<file path="config.mk">
export PLATFORM = sky130hd
export DESIGN_NAME = fetch_queue
export DESIGN_NICKNAME = d
export VERILOG_FILES = /design/src/rtl/tessia_pkg.sv /design/src/rtl/fetch_queue_storage.sv /design/src/rtl/fetch_queue.sv
export SDC_FILE = /design/constraint.sdc
export NUM_CORES = 1
export LEC_CHECK = 0
export ABC_CLOCK_PERIOD_IN_PS = 9630
export BUFFER_PORTS_ARGS = -buffer_cell sky130_fd_sc_hd__buf_2
export CAP_MARGIN = 20
export CORE_MARGIN = 2
export CORE_UTILIZATION = 43
export DETAILED_ROUTE_END_ITERATION = 12
export SYNTH_ARGS = -nofsm -noshare
export SYNTH_HDL_FRONTEND = slang
export SYNTH_SLANG_ARGS = --single-unit
</file>
<file path="constraint.sdc">
create_clock -name clk -period 9.63 [get_ports clk]
set_input_delay 0.963 -clock clk [delete_from_list [all_inputs] [get_ports clk]]
set_output_delay 0.963 -clock clk [all_outputs]
set_load 0.01 [all_outputs]
</file>
<file path="src/rtl/tessia_pkg.sv">
// Shared Tessia pipeline types: the fetch-queue entry and its default geometry.
package tessia_pkg;

    localparam int FQ_WIDTH  = 32;
    localparam int FQ_ADDR_W = 32;
    localparam int FQ_DEPTH  = 4;
    localparam int FQ_AFULL  = 3;
    localparam int FQ_PTR_W  = $clog2(FQ_DEPTH) + 1;

    typedef struct packed {
        logic [FQ_ADDR_W-1:0] pc;
        logic [FQ_WIDTH-1:0]  instr;
    } fq_entry_t;

endpackage

</file>
<file path="src/rtl/fetch_queue_storage.sv">
// Register array for the fetch queue: synchronous write, asynchronous read, no reset.
module fq_storage #(
    parameter int DEPTH   = 4,
    parameter int ENTRY_W = 64,
    parameter int IDX_W   = $clog2(DEPTH)
) (
    input  logic               clk,
    input  logic               wrEn,
    input  logic [IDX_W-1:0]   wrAddr,
    input  logic [ENTRY_W-1:0] wrData,
    input  logic [IDX_W-1:0]   rdAddr,
    output logic [ENTRY_W-1:0] rdData
);

    logic [ENTRY_W-1:0] mem [DEPTH];

    always_ff @(posedge clk) begin
        if (wrEn) begin
            mem[wrAddr] <= wrData;
        end
    end

    assign rdData = mem[rdAddr];

endmodule

</file>
<file path="src/rtl/fetch_queue.sv">
// DEPTH-entry {PC, instruction} FIFO between fetch and decode with single-cycle flush.
module fetch_queue
    import tessia_pkg::*;
#(
    parameter int WIDTH  = FQ_WIDTH,
    parameter int ADDR_W = FQ_ADDR_W,
    parameter int DEPTH  = FQ_DEPTH,
    parameter int AFULL  = FQ_AFULL
) (
    input  logic                     clk,
    input  logic                     reset,
    input  logic                     flush,
    input  logic                     push_valid,
    output logic                     push_ready,
    input  logic [ADDR_W-1:0]        push_pc,
    input  logic [WIDTH-1:0]         push_instr,
    output logic                     pop_valid,
    input  logic                     pop_ready,
    output logic [ADDR_W-1:0]        pop_pc,
    output logic [WIDTH-1:0]         pop_instr,
    output logic [$clog2(DEPTH):0]   count,
    output logic                     almost_full
);

    localparam int PTR_W   = $clog2(DEPTH) + 1;
    localparam int IDX_W   = PTR_W - 1;
    localparam int ENTRY_W = ADDR_W + WIDTH;

    logic [PTR_W-1:0]   rdPtr, wrPtr, rdPtrNext, wrPtrNext;
    logic [PTR_W-1:0]   countNext;
    logic               empty, full, pushFire, popFire;
    logic [ENTRY_W-1:0] headEntry;

    // Wrap bit distinguishes full from empty when the index bits coincide.
    always_comb begin
        empty     = (rdPtr == wrPtr);
        full      = (rdPtr[IDX_W-1:0] == wrPtr[IDX_W-1:0]) && (rdPtr[PTR_W-1] != wrPtr[PTR_W-1]);
        pushFire  = push_valid && !full && !flush;
        popFire   = pop_ready && !empty && !flush;
        rdPtrNext = rdPtr;
        wrPtrNext = wrPtr;
        countNext = count;
        if (flush) begin
            rdPtrNext = '0;
            wrPtrNext = '0;
            countNext = '0;
        end else begin
            if (pushFire) wrPtrNext = wrPtr + PTR_W'(1);
            if (popFire)  rdPtrNext = rdPtr + PTR_W'(1);
            if (pushFire && !popFire) countNext = count + PTR_W'(1);
            else if (!pushFire && popFire) countNext = count - PTR_W'(1);
        end
    end

    always_ff @(posedge clk or negedge reset) begin
        if (!reset) begin
            rdPtr <= '0;
            wrPtr <= '0;
            count <= '0;
        end else begin
            rdPtr <= rdPtrNext;
            wrPtr <= wrPtrNext;
            count <= countNext;
        end
    end

    fq_storage #(
        .DEPTH   (DEPTH),
        .ENTRY_W (ENTRY_W),
        .IDX_W   (IDX_W)
    ) uStorage (
        .clk    (clk),
        .wrEn   (pushFire),
        .wrAddr (wrPtr[IDX_W-1:0]),
        .wrData ({push_pc, push_instr}),
        .rdAddr (rdPtr[IDX_W-1:0]),
        .rdData (headEntry)
    );

    assign push_ready  = !full;
    assign pop_valid   = !empty && !flush;
    assign almost_full = (count >= PTR_W'(AFULL));
    // Storage is unreset, so the head read is masked while reset is held.
    assign pop_pc      = reset ? headEntry[ENTRY_W-1:WIDTH] : '0;
    assign pop_instr   = reset ? headEntry[WIDTH-1:0] : '0;

endmodule
</file>
==> summary.md <==
| Metric | Value |
|---|---|
| Status | finished clean |
| Drt total wl | 20000 um |
| Hold Worst Slack | 0.588 ns |
| Worst Hold Class | flip-flop to flip-flop |
| Final period util | 42.2% |
| TritonCTS clock tree | done |
| Crit path required time | 8.67 ns |
| MaxCap Viol Count | 0 |
| Fillers | 1934 |
| Register area share after synthesis | 76.2% |
| Setup-failing EPs final | 0 |
| R2r worst-path depth | 5 |
| CTS Hold Bufs | 0 |
| Die Width | 159 um |
| Dpl hpwl | 11000 um |
| Worst Setup Slack, final | 5.57 ns |
| Drt wl/cell | 20.5 um |
| Worst Tran Pin Value | 1.08 ns |
| Max clock buf depth | 3 |
| Setup_tns | 0 ns |
| Post-place setup slack | 5.99 ns |
| Num CTS Buffers | 27 |
| Nets | 708 |
| Relative slew slack | 27.9% |
| Synth Instances | 487 |
| Synth warn | 0 |
| DRT iter0 DRCs | 357 |
| Min-Delay Path Depth | 2 |
| Residual DRC | 0 |
| Die H | 159 um |
| Syn_area_per_cell | 21.3 sq um |
| Commonest non-fill, non-tap cell in the layout | edfxtp_1 |
| Setup CP Type | flip-flop to output port |
| Clock latency on the worst-skew pair | 0.53 ns |
| Htree depth | 1 |
| Power share of the clock group | 37.3% |
| Post-synthesis net count | 562 |
| Comb power frac | 13.5% |
| Worst setup EP type | output port |
| Resized Gates After CTS | 0 |
| CP Max Fanout | 36 |
| Sw Share | 22.9% |
| Total track usage | 16.1% |
| Area Overhead vs Synth | 18.5% |
| Pins Over Slew Limit | 0 |
| Post-Synthesis Cell Area | 10400 sq um |
| Antenna-violating nets left | 0 |
| Vias per cell | 5.18 |
| Pwr Total | 2760 uW |
| First-pass GRT wire length | 31800 um |
| Final Critical Period | 4.06 ns |
| VDD IR max | 0.000128 V |
| Int Pwr | 2130 uW |
| Switch Pwr | 634 uW |
| GPL Wtd Cong | 0.717 |
| CORE AREA | 23600 sq um |
| Initial Util | 44.0% |
| I/O pin count | 139 |
| Crit path launch type | flip-flop |
| Clock sinks | 265 |
| Setup Fix Bufs, Post-CTS | 0 |
| Via count | 5049 |
| Placement Rows | 56 |
| Clock skew | 0.0175 ns |
| Most frequent cells in the layout | edfxtp_1 (256), buf_2 (138), mux4_2 (64), and2_1 (64), clkbuf_16 (27) |
| Die area | 25400 sq um |
| Lkg Pwr | 0.00423 uW |
| Synthesized flop and latch total | 265 |
| Initial antenna violation count | 2 |
| Fraction of layout cells with a size suffix above 1 | 39.3% |
| Final Hold Viols | 0 |
| Total gr overflow | 0 |
| Post-synth cell types | 35 |
| Largest net degree at the start of global routing | 74 |
| Vias in the first global route | 5489 |
| Clock slew at reported path FFs | 0.06 ns |
| Clock root buffer master | clkbuf_16 |
| Drt pass-1 iters | 4 |
| Critical path arrival | 3.10 ns |
| Pwr Density | 225 nW/um^2 |
| Port buffer count | 138 |
| Sequential share of power | 49.1% |
| Fmax | 0.246 GHz |
| RSZ-0062 raised after global routing | false |
-- final timing paths --
check	startpoint	endpoint	slack, ns
max	rdPtr[0]	pop_pc[9]	5.57
min	rdPtr[2]	rdPtr[2]	0.59
max reg2reg	rdPtr[1]	uStorage.mem[1][29]	6.29
min reg2reg	rdPtr[2]	rdPtr[2]	0.59
max in group asynchronous	reset	rdPtr[1]	8.45
min in group asynchronous	reset	count[0]	0.61
-- sequential cells by signal, summed over array words and instances (netlist names) --
register	cells
wrPtr	3
uStorage.mem	256
count	3
rdPtr	3
-- metal layers --
metal / track usage (%) / vias to the layer above / routed length [um]
met2: 27.6 / 116 / 10100
met4: 4.01 / 2 / 308
li1: - / 2256 / -
met3: 3.20 / 28 / 974
met1: 21.3 / 2647 / 8590
met5: 0 / - / 13
-- final cells by class --
class                      count  area (sq um)  share of cell area, %
antenna                        2          5.00                 0.0407
clock buffer                  33           728                   5.92
clock inverter                17           165                   1.34
inverter                       4          15.0                  0.122
multi-input combinational    194          2340                   19.0
sequential                   265          7920                   64.4
tap                          319           399                   3.24
timing repair buffer         141           733                   5.96
-- critical path, stage by stage (launching register included) --
cell,delay (ns)
dfrtp_4,0.94
buf_4,0.69
mux4_2,0.58
and2_1,0.19
buf_2,0.14
-- per-stage QoR --
| step | std cells | area, sq um | utilization, % |
|---|---|---|---|
| 5_1_grt | 973 | 12300 | 52.1 |
| 6_report | 975 | 12300 | 52.1 |
| 4_1_cts | 972 | 12300 | 52.0 |
| 3_5_place_dp | 922 | 11400 | 48.2 |
| 2_1_floorplan | 487 | 10400 | - |
| 3_3_place_gp | 922 | 11400 | 48.2 |
-- Yosys cell counts --
| master | instances | area share (%) |
|---|---|---|
| xor2_1 | 4 | 0.34 |
| nand3_1 | 4 | 0.19 |
| xnor2_2 | 1 | 0.16 |
| o22a_1 | 1 | 0.084 |
| buf_4 | 5 | 0.36 |
| o31a_1 | 1 | 0.084 |
| mux2_2 | 1 | 0.11 |
| a31oi_1 | 1 | 0.060 |
| fa_1 | 1 | 0.19 |
| xnor2_1 | 4 | 0.34 |
| a211oi_1 | 1 | 0.072 |
| nor2_1 | 12 | 0.43 |
| clkbuf_1 | 10 | 0.36 |
| edfxtp_1 | 256 | 74 |
| o21ai_0 | 1 | 0.048 |
| a211o_1 | 1 | 0.084 |
| o221ai_1 | 1 | 0.084 |
| nor2b_1 | 1 | 0.060 |
| ha_1 | 5 | 0.60 |
| buf_2 | 7 | 0.34 |
| mux2_4 | 2 | 0.29 |
| buf_1 | 1 | 0.036 |
| dfrtp_1 | 9 | 2.2 |
| a21o_1 | 2 | 0.14 |
| mux2i_1 | 1 | 0.096 |
| xnor2_4 | 1 | 0.27 |
| mux4_2 | 64 | 14 |
| nand2_1 | 6 | 0.22 |
| buf_6 | 1 | 0.11 |
| inv_1 | 4 | 0.14 |
| nand2_2 | 1 | 0.060 |
| a21oi_1 | 6 | 0.29 |
| nor3_1 | 2 | 0.096 |
| o21ai_1 | 1 | 0.048 |
| and2_1 | 68 | 4.1 |
-- kinds of logic (layout without fill, tap and decap cells) --
kind of cell	count (synthesis)	in the layout	synth area share (%)
compound gates	16	16	1.00
xor+xnor	10	10	1.10
fa+ha+maj	6	6	0.795
buf+inv	28	195	1.35
flops	265	265	76.2
mux	68	68	14.4
other cells	0	2	0
simple gates	94	94	5.16
-- power by group through the flow --
stage / Clock, uW / Combinational, uW / Sequential, uW
2_1_floorplan: 0 / 300 / 1340
3_3_place_gp: 0 / 373 / 1380
3_5_place_dp: 0 / 379 / 1390
4_1_cts: 1060 / 380 / 1360
5_1_grt: 1100 / 410 / 1370
6_report: 1030 / 373 / 1360
Note: power is estimated with default switching activity, not from simulation.
